**config.mk**
```make
export PLATFORM = sky130hd
export DESIGN_NAME = coef_rom_mport
export DESIGN_NICKNAME = d
export VERILOG_FILES = /design/src/rtl/coef_rom_mport.sv
export SDC_FILE = /design/constraint.sdc
export NUM_CORES = 1
export LEC_CHECK = 0
export CORE_UTILIZATION = 43
export CTS_CLUSTER_DIAMETER = 60
export DETAILED_ROUTE_END_ITERATION = 16
export PLACE_DENSITY = 0.72
export SLEW_MARGIN = 10
export SYNTH_ARGS = -nofsm -noshare
export SYNTH_HDL_FRONTEND = slang
export SYNTH_SLANG_ARGS = --single-unit
export TNS_END_PERCENT = 30
```
**constraint.sdc**
```tcl
create_clock -name clk -period 10.1 [get_ports clk]
set_input_delay 3.03 -clock clk [delete_from_list [all_inputs] [get_ports clk]]
set_output_delay 3.03 -clock clk [all_outputs]
set_load 0.01 [all_outputs]
```
**src/rtl/coef_rom_mport.sv**
```systemverilog
// coef_rom_mport
//   Multi-port coefficient ROM for the row/column DCT datapaths. It holds the
//   fixed 8x8 table of 8-bit DCT cosine coefficients, one 64-bit row per
//   location. Each port can fetch either a row or a column, so both passes
//   of a 2-D transform can use the same block.
//
//   The lookup is combinational. Its result then runs through LAT register
//   stages per port. Valid and data move through these stages together. A
//   global enable freezes every stage on every port.
//
// Parameters
//   NPORTS        number of independent read ports (1..8)
//   LAT           read latency in enabled clock edges (1..8)
// Ports
//   clk           clock; all logic is on the rising edge
//   rst           synchronous, active-high reset; takes priority over en
//   en            pipeline advance; 0 holds every stage
//   rd_valid      per-port request strobe
//   rd_addr       per-port row/column index; port p uses [3p+2:3p]
//   rd_transpose  per-port mode: 0 = row, 1 = column
//   dout          per-port read data; port p uses [64p+63:64p]
//   dout_valid    per-port flag: the matching dout slice holds a result
module coef_rom_mport #(
  parameter int NPORTS = 2,
  parameter int LAT    = 2
) (
  input  logic                  clk,
  input  logic                  rst,
  input  logic                  en,
  input  logic [NPORTS-1:0]     rd_valid,
  input  logic [3*NPORTS-1:0]   rd_addr,
  input  logic [NPORTS-1:0]     rd_transpose,
  output logic [64*NPORTS-1:0]  dout,
  output logic [NPORTS-1:0]     dout_valid
);

  // Row r of the coefficient table. Byte 0 of a row is bits [63:56].
  localparam logic [63:0] ROW_ROM [8] = '{
    64'h5B5B5B5B5B5B5B5B,
    64'h7E6A4719E7B99682,
    64'h7631CF8A8ACF3176,
    64'h6AE782B9477E1996,
    64'h5BA5A55B5BA5A55B,
    64'h4782196A96E77EB9,
    64'h318A76CFCF768A31,
    64'h19B96A827E9647E7
  };

  // Column c of the table: byte r of the result is byte c of row r. Row 0
  // goes into the top byte. This reduces to a fixed byte mux per output byte.
  function automatic logic [63:0] col_word(input logic [2:0] c);
    logic [63:0] w;
    w = '0;
    for (int r = 0; r < 8; r++) begin
      w[8*(7-r) +: 8] = ROW_ROM[r][8*(7-int'(c)) +: 8];
    end
    return w;
  endfunction

  generate
    for (genvar gi = 0; gi < NPORTS; gi++) begin : g_port
      logic [2:0]  addr;
      logic [63:0] lookup_data;
      logic [63:0] data_reg [LAT];
      logic [LAT-1:0] valid_reg;

      assign addr = rd_addr[3*gi +: 3];

      always_comb begin
        lookup_data = ROW_ROM[addr];
        if (rd_transpose[gi]) begin
          lookup_data = col_word(addr);
        end
      end

      // Data stages load on every enabled edge, whether or not the request
      // is valid. Only dout_valid says whether the output is meaningful.
      always_ff @(posedge clk) begin
        if (rst) begin
          for (int s = 0; s < LAT; s++) begin
            data_reg[s]  <= '0;
            valid_reg[s] <= 1'b0;
          end
        end else if (en) begin
          data_reg[0]  <= lookup_data;
          valid_reg[0] <= rd_valid[gi];
          for (int s = 1; s < LAT; s++) begin
            data_reg[s]  <= data_reg[s-1];
            valid_reg[s] <= valid_reg[s-1];
          end
        end
      end

      assign dout[64*gi +: 64] = data_reg[LAT-1];
      assign dout_valid[gi]    = valid_reg[LAT-1];
    end
  endgenerate

endmodule

```
Yosys cells after proc, flatten, opt, wreduce, memory -nomap -nowiden. Memory sizes are Yosys's and may differ from the RTL's. Index checks and enable logic that the tools add are counted.

Input bits: 13. Output and inout bits: 130. Memories kept: 4. Memory bits (read-only): 1024. Logic and storage cells: 47. Bits in registers: 4. Bits in writable memories: 256.

Memory list: (name not given) (words 8, bits a word 64, read ports 1, clocked after memory_dff 0, wr ports 0, RTL line 70) `lookup_data = ROW_ROM[addr];`; (name not given) (words 8, bits a word 64, read ports 1, clocked after memory_dff 0, wr ports 0, RTL line 70); g_port[0].data_reg (words 2, bits a word 64, read ports 2, clocked after memory_dff 0, wr ports 2, RTL line 64) `logic [63:0] data_reg [LAT];`; g_port[1].data_reg (words 2, bits a word 64, read ports 2, clocked after memory_dff 0, wr ports 2, RTL line 64).

$add $sub $neg: 2. $lt $le $gt $ge: 2. Bitwise logic cells: 6. Multiplexer cells: 15. Shift-type cells: 16.

Operators with widths (count): 64-bit by 7-bit indexed part select with 8-bit output, first input constant (16); 64-bit 2-to-1 mux (10); 4-bit greater-or-equal comparator, second input constant (2); 3-bit inverter with 4-bit output (2); 3-bit by 3-bit subtractor with 4-bit output, first input constant (2); 1-bit 2-to-1 mux (5); 1-bit bitwise OR (4).

Logic depth before layout (Yosys ltp). Gate-level depths: netlist of the first run.

Depth after elaboration: 6. Gate-level depth with buffers: 7. Gate-level depth less buffers: 5.

Worst setup path after synthesis of the first run. No wires, ideal clock.

Kind: input port to flip-flop. From: in en. To: mem g_port[0].data_reg[0][0] (enable). Library setup time: 0.506 ns. Buffers on the path: 1. Setup slack: 3.425 ns. Arrival: 6.168 ns. Stages: 2. Required time: 9.594 ns. Cell sequence: buf_4 > or2_2.

RTL lines: from (decl) (RTL line 29) `input logic en,`; to (decl) (RTL line 64).

==> results by group, run 1 <==
Worst setup path
  – Cell family with most CP delay: buffers and inverters
  – Worst setup SP type: input pin
  – Worst-path maximum fanout: 14
  – CP Class: input pin to flop
  – Slowest-stage cell, CP: clkdlybuf4s50_1
  – CP cell instances: clkdlybuf4s50_1 -> inv_1 -> ha_1 -> xor2_1 -> and2_4 -> a211oi_1
  – Crit. End Element: flop
  – Data required time of the worst path: 10440 ps
  – Critical Path AT: 5590 ps
  – Bufs and invs on worst path: 2
  – CP max stage delay: 850 ps

Timing
  – Worst slew pin tran: 968.8 ps
  – Min Tclk post-route: 5255 ps
  – Unrepaired setup endpoints after global routing: no
  – Hold slack: 502.2 ps
  – Worst Skew: 17.83 ps
  – Slew Viols, Final: 0
  – Endpoints failing setup: 0
  – Final hold violation count: 0
  – Achievable Freq: 0.1903 GHz
  – Sum Neg Setup Slack: 0 ps
  – Max-slew headroom: 0.3541
  – Final worst path period share: 0.5203

Detailed routing
  – First drt pass iteration count: 5
  – Initial drt markers: 857
  – Post-DRT Antenna Nets: 0
  – Vias: 6615
  – Drt total wl: 23240 um
  – WL/cell: 17.44 um
  – Drt via density: 4.966
  – Post-route DRC: 0

Synth
  – Yosys reg bits: 252
  – Post-Synthesis Cells: 952
  – Synth area leader: edfxtp_1
  – Post-synthesis mux area share: 0.007014
  – Largest family of logic cells by synthesized area: simple AND/OR/NAND/NOR gates
  – Synth top area share: 0.6231
  – Area share of and/or/nand/nor cells after synthesis: 0.1379
  – Number of synthesis warnings: 0
  – Post-synthesis compound-gate area fraction: 0.08312
  – Synth area leaders: edfxtp_1 (62%), buf_4 (8.8%), and2_1 (6.6%)
  – Most common cell in the netlist: edfxtp_1
  – Top cells by count, synth: edfxtp_1 (248), buf_4 (140), and2_1 (126)
  – XOR/XNOR share of the synthesized area: 0.001466
  – Syn_area_per_cell: 12.55 um^2
  – Distinct cells, synth: 52
  – Asr flop ratio synth: 0
  – Sequential fraction of the synthesis area: 0.6298
  – Number of enable flip-flop cells after synthesis: 248
  – Synth Flop Type: edfxtp_1
  – Cell Area, Synth: 11950 um^2
  – Adder-cell share of the synthesized area: 0.02513

Floorplanning
  – Top Ports: 143
  – Die X: 168.7 um
  – Die Y: 168.7 um
  – Initial Util: 0.4410
  – Row count: 60
  – Core area: 27100 um^2
  – Die ar.: 28460 um^2

Cells and area
  – Final net count: 980
  – N_diodes: 0
  – Layout overhead on the synthesized area: 12.58%
  – Layout cell share with drive strength beyond 1: 0.07292
  – Final std cells w/o fill: 1332
  – Fin util: 0.4965
  – Max reg flops: 248
  – Number of fill cells: 2346

Placed design
  – Port Buffers: 140
  – Post-DP HPWL: 14770 um
  – Gpl congestion: 0.8952
  – Placed cells: 1285

Clocking
  – Number of gates resized after CTS: 0
  – Clk_lat worst skew: 540 ps
  – Root buf cell: clkbuf_16
  – TritonCTS clock tree: built
  – Number of clock sinks: 252
  – Setup bufs post-CTS: 0
  – Hold buffers post-CTS: 0
  – Max Root-Sink Buffers: 3
  – Num CTS Buffers: 28
  – H-tree levels: 1
  – Clk pin slew, worst setup/hold paths: 60 ps

Global route
  – Met1 Use GR: 0.2492
  – Vias in the first global route: 6435
  – M3 GR Usage: 0.04138
  – First-pass GRT wire length: 36500 um
  – Grt total ovfl: 0
  – Total GRT Usage: 0.1639
  – Grt peak-use layer: met1
  – GR Util met2: 0.2327
  – Initial antenna violation count: 0
  – Largest net degree at the start of global routing: 88

Power
  – Static Leak: 0.005044 uW
  – Pwr per Cell Area: 187.3 nW/um^2
  – Peak supply drop: 0.1027 mV
  – Total power: 2520 uW

Min path
  – Hold crit path type: flop to flop

Flow run
  – Max-cap check violation count: 0

Outcome
  – Status: complete, no violations
## stage by stage
step	instance area (um^2)	setup WS (ps)
floorplan	11960	3425
global placement	12540	4404
detailed placement	12540	4333
CTS	13460	4918
global route	13460	4701
finish	13460	4845
## where the power goes
group	switching [uW]	leakage, uW	internal [uW]	total, uW
registers	23.4	0.00274	1240	1260
logic	143	0.00186	107	250
clock network	417	0.000442	590	1010
total	583	0.00504	1940	2520
## cells in the final DEF, fill, tap and decap left out, drive strengths merged, types with 4 or more instances in the layout
master	synthesis	layout
mux2i	5	5
dfxtp	4	4
clkdlybuf4s50	0	138
clkbuf	5	30
o21a	9	9
o21ai	18	18
clkinv	1	10
a211oi	14	14
nand2	56	56
and2	127	127
a21oi	85	85
and2b	5	5
ha	24	24
inv	11	14
a31oi	10	10
buf	182	9
edfxtp	248	248
nor2	52	52
nor3	13	13
or2	5	5
nor2b	12	12
nand2b	24	24
nand3	4	4
a311oi	7	7
## layout make-up
| type | instances | area, um^2 | share of cell area |
|---|---|---|---|
| inverter | 12 | 45.04 | 0.003348 |
| multi-input combinational | 502 | 3055 | 0.2271 |
| tap | 372 | 465.4 | 0.03459 |
| timing repair buffer | 147 | 1444 | 0.1073 |
| clock inverter | 17 | 210.2 | 0.01562 |
| sequential | 252 | 7527 | 0.5594 |
| clock buffer | 30 | 708.2 | 0.05263 |
## worst paths after layout
check | start | endpoint | slack, ps | cells after the start
min | g_port[1].valid_reg[0]$_SDFFE_PP0P_ | g_port[1].valid_reg[0]$_SDFFE_PP0P_ | 500 | 2
min reg2reg | g_port[1].valid_reg[0]$_SDFFE_PP0P_ | g_port[1].valid_reg[0]$_SDFFE_PP0P_ | 500 | 2
max reg2reg | g_port[0].data_reg[0][52]$_SDFFCE_PP0P_ | g_port[0].data_reg[0][116]$_SDFFCE_PP0P_ | 9230 | 1
max | rd_addr[1] | g_port[0].data_reg[0][35]$_SDFFCE_PP0P_ | 4850 | 6
## metal layers
layer | up-vias | routed length [um]
li1 | 3192 | -
met1 | 3128 | 11060
met2 | 270 | 9742
met3 | 25 | 2062
met4 | 0 | 367
met5 | - | 0
## cells by family after synthesis
family	count (synthesis)
other	1
multiplexers	7
AND/OR/NAND/NOR	307
XOR/XNOR	2
flip-flops	252
buffers and inverters	199
adder cells (fa/ha/maj)	24
AO/OA/AOI/OAI	160
Note: power is estimated with default switching activity, not from simulation.
==> inputs of run 2 (changes only) <==
==> constraint.sdc (replaced) <==
create_clock -name clk -period 5.5 [get_ports clk]
set_input_delay 1.65 -clock clk [delete_from_list [all_inputs] [get_ports clk]]
set_output_delay 1.65 -clock clk [all_outputs]
set_load 0.01 [all_outputs]
==> results by group, run 2 (synthesized netlist as in run 1, its figures left out) <==
Outcome
  – Status: complete, no violations (unchanged)

Global route
  – Initial antenna violation count: 0 (unchanged)
  – Total GRT Usage: 0.1668 (was 0.1639)
  – First-pass GRT wire length: 36970 um (was 36500 um)
  – Largest net degree at the start of global routing: 66 (was 88)
  – Grt total ovfl: 0 (unchanged)
  – Vias in the first global route: 6446 (was 6435)

Cells and area
  – Max reg flops: 248 (unchanged)
  – Final std cells w/o fill: 1347 (was 1332)
  – N_diodes: 0 (unchanged)
  – Fin util: 0.4999 (was 0.4965)
  – Area of the multi-input gates: 3055 um^2 (unchanged)
  – Layout overhead on the synthesized area: 13.36% (was 12.58%)
  – Reg area: 7527 um^2 (unchanged)
  – Final net count: 990 (was 980)
  – Most frequent cells in the layout: edfxtp_1 (248), clkdlybuf4s50_1 (138), and2_1 (126) (unchanged)
  – Layout cell share with drive strength beyond 1: 0.08103 (was 0.07292)
  – Number of fill cells: 2370 (was 2346)
  – Most common cell after layout, fill and taps aside: edfxtp_1 (unchanged)

Worst setup path
  – Critical Path AT: 4030 ps (was 5590 ps)
  – CP Class: input pin to flop (unchanged)
  – Bufs and invs on worst path: 2 (unchanged)
  – CP cell instances: clkdlybuf4s50_1 -> inv_1 -> ha_1 -> nor2b_1 -> o21ai_0 -> o211a_1 (was clkdlybuf4s50_1 -> inv_1 -> ha_1 -> xor2_1 -> and2_4 -> a211oi_1)
  – Crit. End Element: flop (unchanged)
  – Slowest-stage cell, CP: clkdlybuf4s50_1 (unchanged)
  – Data required time of the worst path: 5800 ps (was 10440 ps)
  – Worst setup SP type: input pin (unchanged)
  – Cell family with most CP delay: buffers and inverters (unchanged)
  – CP max stage delay: 860 ps (was 850 ps)
  – Worst-path maximum fanout: 14 (unchanged)

Timing
  – Hold slack: 492.3 ps (was 502.2 ps)
  – Worst Skew: 9.728 ps (was 17.83 ps)
  – Sum Neg Setup Slack: 0 ps (unchanged)
  – Unrepaired setup endpoints after global routing: no (unchanged)
  – Worst slew pin tran: 757.7 ps (was 968.8 ps)
  – Endpoints failing setup: 0 (unchanged)
  – Achievable Freq: 0.2679 GHz
  – Min Tclk post-route: 3733 ps
  – Final worst path period share: 0.6787
  – Max-slew headroom: 0.4949 (was 0.3541)
  – Final hold violation count: 0 (unchanged)
  – Slew Viols, Final: 0 (unchanged)

Clocking
  – Hold buffers post-CTS: 0 (unchanged)
  – TritonCTS clock tree: built (unchanged)
  – Num CTS Buffers: 30 (was 28)
  – Number of gates resized after CTS: 0 (unchanged)
  – Setup bufs post-CTS: 0 (unchanged)
  – Clk pin slew, worst setup/hold paths: 60 ps (about the same)
  – Clk_lat worst skew: 550 ps (was 540 ps)
  – Number of clock sinks: 252 (unchanged)
  – Root buf cell: clkbuf_16 (unchanged)
  – Max Root-Sink Buffers: 3 (unchanged)
  – H-tree levels: 1 (unchanged)

Floorplanning
  – Row count: 60 (unchanged)
  – Die Y: 168.7 um (unchanged)
  – Die X: 168.7 um (unchanged)
  – Core area: 27100 um^2 (unchanged)
  – Die ar.: 28460 um^2 (unchanged)
  – Initial Util: 0.4410 (unchanged)
  – Top Ports: 143 (unchanged)

Placed design
  – Post-DP HPWL: 15600 um (was 14770 um)
  – Port Buffers: 140 (unchanged)
  – Placed cells: 1293 (was 1285)
  – Gpl congestion: 0.9032 (was 0.8952)

Detailed routing
  – Vias: 6792 (was 6615)
  – WL/cell: 17.82 um (was 17.44 um)
  – Post-DRT Antenna Nets: 0 (unchanged)
  – Post-route DRC: 0 (unchanged)
  – First drt pass iteration count: 5 (unchanged)
  – Drt via density: 5.042 (was 4.966)
  – Initial drt markers: 601 (was 857)
  – Drt total wl: 24000 um (was 23240 um)

Power
  – Static Leak: 0.005098 uW (was 0.005044 uW)
  – Total power: 4595 uW (was 2520 uW)
  – Peak supply drop: 0.2029 mV (was 0.1027 mV)
  – Pwr per Cell Area: 339.2 nW/um^2 (was 187.3 nW/um^2)

Flow run
  – Max-cap check violation count: 0 (unchanged)

Min path
  – Hold crit path type: flop to flop (unchanged)
run 2: cell count changes in the layout (fill, tap and decap cells not counted):
| cell | previous run | this run |
|---|---|---|
| buf_12 | 0 | 3 |
| clkinv_8 | 3 | 2 |
| clkinv_4 | 0 | 1 |
| bufinv_16 | 3 | 0 |
| clkinv_1 | 5 | 10 |
| buf_4 | 7 | 12 |
| clkbuf_1 | 2 | 3 |
| inv_6 | 1 | 2 |
| inv_8 | 2 | 3 |
| clkbuf_16 | 28 | 30 |
run 2: where the power goes:
group,internal [uW],leakage (uW),switching (uW)
clock network,1010,0.000441,793
registers,2280,0.00274,42.8
logic,203,0.00192,266
run 2: metrics by stage:
step | instance area, um^2 | setup WS, ps
global placement | 12630 | 1316
CTS | 13550 | 1814
finish | 13550 | 1767
floorplan | 11960 | 205.4
global route | 13550 | 1577
detailed placement | 12630 | 1218
run 2: worst paths after layout:
kind         cells after the start                                    start  slack, ps                                        to
max                              6                               rd_addr[4]       1770   g_port[1].data_reg[0][22]$_SDFFCE_PP0P_
min                              2      g_port[0].valid_reg[0]$_SDFFE_PP0P_        490       g_port[0].valid_reg[1]$_SDFFE_PP0P_
max reg2reg                      1  g_port[0].data_reg[0][52]$_SDFFCE_PP0P_       4640  g_port[0].data_reg[0][116]$_SDFFCE_PP0P_
min reg2reg                      2      g_port[0].valid_reg[0]$_SDFFE_PP0P_        490       g_port[0].valid_reg[1]$_SDFFE_PP0P_
run 2: layout make-up:
cell class                      count  area share
Clock buffer                       33     0.05624
Clock inverter                     21     0.01117
Inverter                           12    0.003325
Multi-Input combinational cell    502      0.2255
Sequential cell                   252      0.5556
Tap cell                          372     0.03436
Timing Repair Buffer              155      0.1138
run 2: tightest hold or removal path: stages, from the launching register on:
cell and delay [ps]:
dfxtp_1 320, mux2i_1 70, nor2_1 70
run 2: metal layers:
| layer | GRT usage | part of all wire | vias up |
|---|---|---|---|
| li1 | - | - | 3214 |
| met1 | 0.2624 | 0.49 | 3265 |
| met2 | 0.2352 | 0.42 | 284 |
| met3 | 0.03250 | 0.079 | 29 |
| met4 | 0.03874 | 0.013 | 0 |
| met5 | 0 | 0 | - |
==> inputs of run 3 (changes only) <==
--- a/config.mk
+++ b/config.mk
@@ -8,7 +8,7 @@
 export CORE_UTILIZATION = 43
 export CTS_CLUSTER_DIAMETER = 60
 export DETAILED_ROUTE_END_ITERATION = 16
-export PLACE_DENSITY = 0.72
+export PLACE_DENSITY = 0.75
 export SLEW_MARGIN = 10
 export SYNTH_ARGS = -nofsm -noshare
 export SYNTH_HDL_FRONTEND = slang
==> constraint.sdc (replaced) <==
create_clock -name clk -period 3.35 [get_ports clk]
set_input_delay 1.005 -clock clk [delete_from_list [all_inputs] [get_ports clk]]
set_output_delay 1.005 -clock clk [all_outputs]
set_load 0.01 [all_outputs]
==> results by group, run 3 (synthesized netlist as in run 1, its figures left out) <==
Power
  – Pwr per Cell Area: 539.5 nW/um^2 (was 339.2 nW/um^2)
  – Static Leak: 0.005177 uW (was 0.005098 uW)
  – Total power: 7381 uW (was 4595 uW)
  – Peak supply drop: 0.3216 mV (was 0.2029 mV)

Worst setup path
  – Reg2reg path depth: 1 (unchanged)
  – Crit path from: g_port[0].data_reg[0][97]$_SDFFCE_PP0P_ (was rd_addr[4])
  – CP Class: flop to primary output (was input pin to flop)
  – Worst-path maximum fanout: 1 (was 14)
  – Critical Path AT: 1460 ps (was 4030 ps)
  – CP cell instances: clkdlybuf4s50_1 (was clkdlybuf4s50_1 -> inv_1 -> ha_1 -> nor2b_1 -> o21ai_0 -> o211a_1)
  – Data required time of the worst path: 2340 ps (was 5800 ps)
  – Bufs and invs on worst path: 1 (was 2)
  – Slowest-stage cell, CP: clkdlybuf4s50_1 (unchanged)
  – Reg-to-reg critical path endpoint: g_port[1].data_reg[0][75]$_SDFFCE_PP0P_ (was g_port[0].data_reg[0][116]$_SDFFCE_PP0P_)
  – R2R Path Start: g_port[1].data_reg[0][11]$_SDFFCE_PP0P_ (was g_port[0].data_reg[0][52]$_SDFFCE_PP0P_)
  – Cell family with most CP delay: buffers and inverters (unchanged)
  – Crit. End Element: primary output (was flop)
  – R2R setup slack: 2450 ps (was 4640 ps)
  – CP max stage delay: 550 ps (was 860 ps)
  – Worst setup SP type: flop (was input pin)

Global route
  – First-pass GRT wire length: 37620 um (was 36970 um)
  – Vias in the first global route: 6544 (was 6446)
  – Grt total ovfl: 0 (unchanged)
  – Largest net degree at the start of global routing: 51 (was 66)
  – Total GRT Usage: 0.1705 (was 0.1668)
  – Initial antenna violation count: 2 (was 0)

Timing
  – Achievable Freq: 0.4051 GHz
  – Worst Skew: 6.157 ps (was 9.728 ps)
  – Hold slack: 496.2 ps (was 492.3 ps)
  – Max-slew headroom: 0.6068 (was 0.4949)
  – Min Tclk post-route: 2469 ps
  – Slew Viols, Final: 0 (unchanged)
  – Sum Neg Setup Slack: 0 ps (unchanged)
  – Endpoints failing setup: 0 (unchanged)
  – Final worst path period share: 0.7369
  – Final hold violation count: 0 (unchanged)
  – Unrepaired setup endpoints after global routing: no (unchanged)
  – Worst slew pin tran: 589.7 ps (was 757.7 ps)

Cells and area
  – Final net count: 1004 (was 990)
  – Number of fill cells: 2329 (was 2370)
  – Fin util: 0.5048 (was 0.4999)
  – Reg area: 7527 um^2 (unchanged)
  – Most common cell after layout, fill and taps aside: edfxtp_1 (unchanged)
  – Most frequent cells in the layout: edfxtp_1 (248), clkdlybuf4s50_1 (138), and2_1 (126) (unchanged)
  – Max reg flops: 248 (unchanged)
  – Layout overhead on the synthesized area: 14.47% (was 13.36%)
  – Area of the multi-input gates: 3055 um^2 (unchanged)
  – N_diodes: 0 (unchanged)
  – Layout cell share with drive strength beyond 1: 0.09432 (was 0.08103)

Floorplanning
  – Top Ports: 143 (unchanged)
  – Row count: 60 (unchanged)
  – Die X: 168.7 um (unchanged)
  – Initial Util: 0.4410 (unchanged)
  – Core area: 27100 um^2 (unchanged)
  – Die ar.: 28460 um^2 (unchanged)
  – Die Y: 168.7 um (unchanged)

Placed design
  – Gpl congestion: 0.8663 (was 0.9032)
  – Post-DP HPWL: 15880 um (was 15600 um)
  – Port Buffers: 140 (unchanged)

Min path
  – Hold crit path type: flop to flop (unchanged)
  – Worst Min Path Start: g_port[0].valid_reg[0]$_SDFFE_PP0P_ (unchanged)
  – WHS Endpoint: g_port[0].valid_reg[0]$_SDFFE_PP0P_ (was g_port[0].valid_reg[1]$_SDFFE_PP0P_)
  – Hold Path Depth: 2 (unchanged)

Clocking
  – Max Root-Sink Buffers: 3 (unchanged)
  – Num CTS Buffers: 26 (was 30)
  – Clk_lat worst skew: 530 ps (was 550 ps)
  – Number of clock sinks: 252 (unchanged)
  – Hold buffers post-CTS: 0 (unchanged)
  – Clk pin slew, worst setup/hold paths: 60 ps (about the same)
  – Number of gates resized after CTS: 0 (unchanged)
  – Setup bufs post-CTS: 0 (unchanged)
  – H-tree levels: 1 (unchanged)
  – TritonCTS clock tree: built (unchanged)
  – Root buf cell: clkbuf_16 (unchanged)

Outcome
  – Status: complete, no violations (unchanged)

Flow run
  – Max-cap check violation count: 0 (unchanged)

Detailed routing
  – Initial drt markers: 709 (was 601)
  – Drt via density: 5.006 (was 5.042)
  – Drt total wl: 24250 um (was 24000 um)
  – Post-DRT Antenna Nets: 0 (unchanged)
  – WL/cell: 17.86 um (was 17.82 um)
  – First drt pass iteration count: 5 (unchanged)
  – Vias: 6798 (was 6792)
  – Post-route DRC: 0 (unchanged)
[run 3: final cells by class]
cell class	instances	share of cell area
multi-input combinational	502	0.2233
inverter	12	0.003292
clock buffer	31	0.05048
timing repair buffer	173	0.1299
sequential	252	0.5502
tap	372	0.03402
clock inverter	16	0.008780
[run 3: worst max-delay path by stage]
stage,end,cells after the start
floorplan,g_port[0].data_reg[0][0]$_SDFFCE_PP0P_,2
global placement,g_port[1].data_reg[0][9]$_SDFFCE_PP0P_,6
detailed placement,g_port[1].data_reg[0][5]$_SDFFCE_PP0P_,6
CTS,dout[33],1
global route,g_port[1].data_reg[0][20]$_SDFFCE_PP0P_,7
finish,dout[33],1
[run 3: routing by layer]
metal / vias to the layer above / routed length (um) / track usage
met1: 3246 / 11830 / 0.2694
met2: 272 / 10240 / 0.2391
li1: 3245 / - / -
met3: 35 / 1777 / 0.03016
met4: 0 / 394 / 0.04387
met5: - / 0 / 0
[run 3: power by group]
part	leakage, uW	internal [uW]	switching, uW
Sequential	0.00274	3740	72.1
Clock	0.000396	1560	1210
Combinational	0.00204	360	447
Total	0.00518	5650	1730
[run 3: metrics by stage]
stage / worst slack [ps] / area [um^2] / std cells
floorplan: -5.203 / 11970 / 953
global placement: 433.4 / 12870 / 1311
detailed placement: 373.2 / 12870 / 1311
CTS: 867.5 / 13680 / 1358
global route: 810.5 / 13680 / 1358
finish: 881.4 / 13680 / 1358
==> RTL change 1 (flow settings as in run 3) <==
Set the parameter `NPORTS` to 1 (it was 2).
--- a/src/rtl/coef_rom_mport.sv
+++ b/src/rtl/coef_rom_mport.sv
@@ -21,7 +21,7 @@
 //   dout          per-port read data; port p uses [64p+63:64p]
 //   dout_valid    per-port flag: the matching dout slice holds a result
 module coef_rom_mport #(
-  parameter int NPORTS = 2,
+  parameter int NPORTS = 1,
   parameter int LAT    = 2
 ) (
   input  logic                  clk,
Interface: changed (5 resized); port bits go from 143 to 73. No check against the original RTL was run, so the function may have changed too.
==> RTL change 1 against run 3 <==
  * Synthesized area shrank 50%
  * Power shrank 47%
  * Combinational power shrank 52%
  * First-iteration DRC count shrank 65%
  * Cell area shrank 50%
  * Sequential cell count shrank 126
  * Setup slack lost 0.018 ns
  * Wire length shrank 55%
  * Utilization grew 1.1 points
==> RTL change 1: results (changes against run 3) <==
Yosys
  – Post-synth EDFFs: 124 (-50%)
  – Cell variety after synth: 36 (-31%)
  – Synth top area cells: edfxtp_1 63%, buf_4 8.8%, and2_1 6.8%, a21oi_1 3.9%, ha_1 2.5%
  – Post-Synth XOR/XNOR Area: 0.002960 (+0.001494)
  – Synth Area in Adders: 0.02537 (+0.0002444)
  – Multiplexer area fraction after synthesis: 0.008879 (+0.001865)

Outcome
  – Status: completed

Critical path
  – Crit path from: rd_addr[0]
  – Worst R2R End: g_port[0].data_reg[0][70]
  – CP Data Arrival Time: 2.75 ns (+1.29 ns)

Global route
  – First-pass GRT wire length: 17710 µm (-53%)
  – Grt met2 use: 0.2471 (+0.007963)
  – GR Layer Usage met1: 0.2309 (-0.03846)
  – Initial antenna violation count: 0 (-2)
  – Met3 GRT Util: 0.04837 (+0.01821)
  – Pin count of the biggest net entering global routing: 69 (+35%)
  – Gr usage total: 0.1681 (-0.002393)

Power
  – Pleak: 2.616 nW (-49%)
  – Maximum vdd drop: 0.2805 mV (-13%)

Placement
  – Buffers on Ports: 71 (-49%)
  – Final HPWL DP: 7223 µm (-55%)

Clock tree
  – # H-tree levels: 4 (+3)
  – Worst-case clock buffer depth: 2 (-1)
  – Worst-skew pair later-pin latency: 0.41 ns (-0.12 ns)

Cells and area
  – Layout Nets: 501 (-50%)
  – Filler Cell Count: 1173 (-50%)
  – Max reg flops: 124 (-50%)
  – Layout cell share with drive strength beyond 1: 0.08925 (-0.005071)

STA
  – Slew of the pin with the lowest slew margin: 0.5921 ns (+0.002382 ns)

Drt
  – Detailed Routing Iterations Pass 1: 4 (-1)
[RTL change 1: cell types whose count changed after synthesis, moves of 12 or more]
cell	delta
edfxtp_1	-124
nand2_1	-27
buf_4	-71
nor2_1	-34
a21oi_1	-35
and2_1	-62
ha_1	-12
buf_2	-18
[RTL change 1: worst max-delay path by stage]
stage | endpoint | slack [ns] | cells after the start
after floorplan | g_port[0].data_reg[0][0] | 0.38 | 1
after global placement | g_port[0].data_reg[0][22] | 0.46 | 6
after detailed placement | g_port[0].data_reg[0][22] | 0.42 | 6
after CTS | g_port[0].data_reg[0][22] | 0.86 | 6
after global routing | g_port[0].data_reg[0][22] | 0.76 | 6
final | g_port[0].data_reg[0][22] | 0.86 | 6
[RTL change 1: report_power, final]
part	total, mW	internal, mW	switching (mW)	leakage [nW]
Clock	1.60	0.997	0.603	0.253
Sequential	1.90	1.87	0.0305	1.37
Combinational	0.390	0.178	0.212	0.995
Total	3.89	3.04	0.845	2.62
[RTL change 1: cell type report]
type,instances,share of cell area
timing repair buffer,84,0.1282
sequential,126,0.5462
tap,176,0.03196
clock inverter,10,0.01071
multi-input combinational,247,0.2163
clock buffer,21,0.06392
inverter,5,0.002724
[RTL change 1: metrics by stage]
stage | cell area [µm²] | instances | hold slack, ns | power, mW | util
finish | 6890 | 669 | 0.5024 | 3.890 | 0.5162
global route | 6890 | 669 | 0.5334 | 4.041 | 0.5162
CTS | 6890 | 669 | 0.5092 | 3.925 | 0.5162
detailed placement | 6376 | 638 | 0.4962 | 2.325 | 0.4777
global placement | 6376 | 638 | 0.4728 | 2.320 | 0.4777
floorplan | 5918 | 470 | 0.4601 | 2.201 | -
[RTL change 1: kinds of logic (layout without fill, tap and decap cells)]
kind of cell               Yosys count  in the layout
xor gates and xnor gates             2              2
adders and majority gates           12             12
DFF                                126            126
muxes                                4              4
and+or+nand+nor                    147            147
AOI/OAI and AO/OA                   81             81
other                                1              1
buffers and inverters               97            120
[RTL change 1: critical path, cell delays in order]
cell and delay (ns):
clkdlybuf4s50_1 0.50, inv_1 0.10, ha_1 0.42, buf_4 0.21, or3_1 0.36, a31oi_1 0.15
[RTL change 1: layer usage]
layer  vias up  routed length (µm)
li1       1617                   -
met1      1587                5148
met2       112                5011
met3        18                 597
met4         0                 233
met5         -                   0
==> RTL change 2 (settings of run 3) <==
Made on the original files. Register the input `rd_transpose` before use, without a reset. The logic sees it one clock later. The other inputs are not delayed to match.
--- a/src/rtl/coef_rom_mport.sv
+++ b/src/rtl/coef_rom_mport.sv
@@ -46,6 +46,12 @@
     64'h19B96A827E9647E7
   };
 
+  logic [NPORTS-1:0] rd_transpose_q;
+
+  always_ff @(posedge clk) begin
+    rd_transpose_q <= rd_transpose;
+  end
+
   // Column c of the table: byte r of the result is byte c of row r. Row 0
   // goes into the top byte. This reduces to a fixed byte mux per output byte.
   function automatic logic [63:0] col_word(input logic [2:0] c);
@@ -68,7 +74,7 @@
 
       always_comb begin
         lookup_data = ROW_ROM[addr];
-        if (rd_transpose[gi]) begin
+        if (rd_transpose_q[gi]) begin
           lookup_data = col_word(addr);
         end
       end
Check against the original RTL: not settled (the Yosys comparison gave no result); the edit may change what the design does.
==> RTL change 2 against run 3 <==
  * Largest cell class unchanged
  * Synthesized area increased by 0.43%
  * Wire length is 0.51% higher
  * Cell area up 1.8%
  * Power up 6.8%
  * Register-to-register slack got worse by 0.97 ns
  * Setup slack got worse by 0.026 ns
  * Sequential cell count grew 2
  * Combinational power is 4.2% lower
  * Synthesized cell count increased by 1.6%
==> RTL change 2: results (changes against run 3) <==
Critical path
  – Worst R2R End: g_port[0].data_reg[0][36]
  – Worst R2R Start: rd_transpose_q[0]
  – R2r worst-path depth: 4 (+3)

Power
  – Pwr/cell area: 566.0 mW/mm² (+4.9%)
  – Pleak: 5.317 nW (+2.7%)
  – Maximum vdd drop: 0.2997 mV (-6.8%)
  – Int Power: 6.070 mW (+7.3%)

Global route
  – Vias in the first global route: 6682 (+2.1%)
  – Initial antenna violation count: 0 (-2)
  – Pin count of the biggest net entering global routing: 83 (+63%)
  – First-pass GRT wire length: 37940 µm (+0.85%)

Outcome
  – Status: completed

Placement
  – Placed cell count: 1326 (+1.1%)

Cells and area
  – Filler Cell Count: 2352 (+0.99%)
  – Logic inverters: 14 (+2)
  – Nonclk buf count: 175 (+1.2%)
  – Seq area share: 0.5433 (-0.006914)
  – Post-route insts no fill: 1380 (+1.6%)
  – Multi-input gates: 511 (+1.8%)
  – Data buffer area share: 0.1267 (-0.003209)
  – Multi-input logic area: 0.003060 mm² (+0.16%)
  – Clock buffers: 32 (+3.2%)

Yosys
  – Synth top area cells: edfxtp_1 62%, buf_4 8.8%, and2_1 6.6%, a21oi_1 3.7%, ha_1 2.5%
  – Seq/Total Area, Yosys: 0.6305 (+0.0006440)
  – Most instantiated cells after synthesis: 248 x edfxtp_1, 140 x buf_4, 127 x and2_1

Clock tree
  – Num CTS Buffers: 29 (+12%)

STA
  – Slew headroom: 0.5088 (-0.09805)
  – Clock skew: 0.01375 ns (+0.007591 ns)

Drt
  – DR vias/cell: 5.070 (+1.3%)
  – Number of DRC markers in iteration 0: 781 (+10%)

Worst hold path
  – Hold path start: g_port[1].valid_reg[0]
==> RTL change 2: changes by cell type in the layout (fill, tap and decap cells not counted), sizes merged, moves of 5 or more <==
cell / before / now
a31oi: 10 / 15
o21ai: 18 / 24
a21oi: 85 / 90
nor2b: 12 / 20
==> RTL change 2: worst max-delay path by stage <==
stage                               start                   endpoint  slack [ns]  cells past startpoint
2_1_floorplan                          en   g_port[0].data_reg[0][0]      -0.003                      2
3_3_place_gp                   rd_addr[3]  g_port[1].data_reg[0][13]        0.38                      5
3_5_place_dp                   rd_addr[3]  g_port[1].data_reg[0][51]        0.38                      7
4_1_cts         g_port[0].data_reg[0][65]                    dout[1]        0.83                      1
5_1_grt         g_port[0].data_reg[0][65]                    dout[1]        0.80                      1
6_report       g_port[0].data_reg[0][107]                   dout[43]        0.86                      1
==> RTL change 2: metal layers <==
layer | track usage | up-vias | share of wire
li1 | - | 3310 | -
met1 | 0.2655 | 3305 | 0.49
met2 | 0.2429 | 342 | 0.41
met3 | 0.02829 | 40 | 0.085
met4 | 0.04191 | 0 | 0.019
met5 | 0 | - | 0
==> RTL change 2: metrics by stage <==
stage / TNS [ns] / area (µm²) / hold slack [ns]
finish: 0 / 13930 / 0.5045
global route: 0 / 13930 / 0.5266
CTS: 0 / 13930 / 0.5059
detailed placement: 0 / 12910 / 0.4911
global placement: 0 / 12910 / 0.4745
floorplan: -0.6892 / 12020 / 0.4601
==> RTL change 2: kinds of logic (layout without fill, tap and decap cells) <==
logic type | Yosys count | after routing | share of synthesized area
flops | 254 | 254 | 0.6305
simple gates | 309 | 309 | 0.1374
buf+inv | 203 | 243 | 0.1161
fa+ha+maj | 24 | 24 | 0.02502
compound gates | 168 | 168 | 0.08412
other cells | 1 | 2 | 0.0003124
mux | 6 | 6 | 0.005108
xor+xnor | 2 | 2 | 0.001460
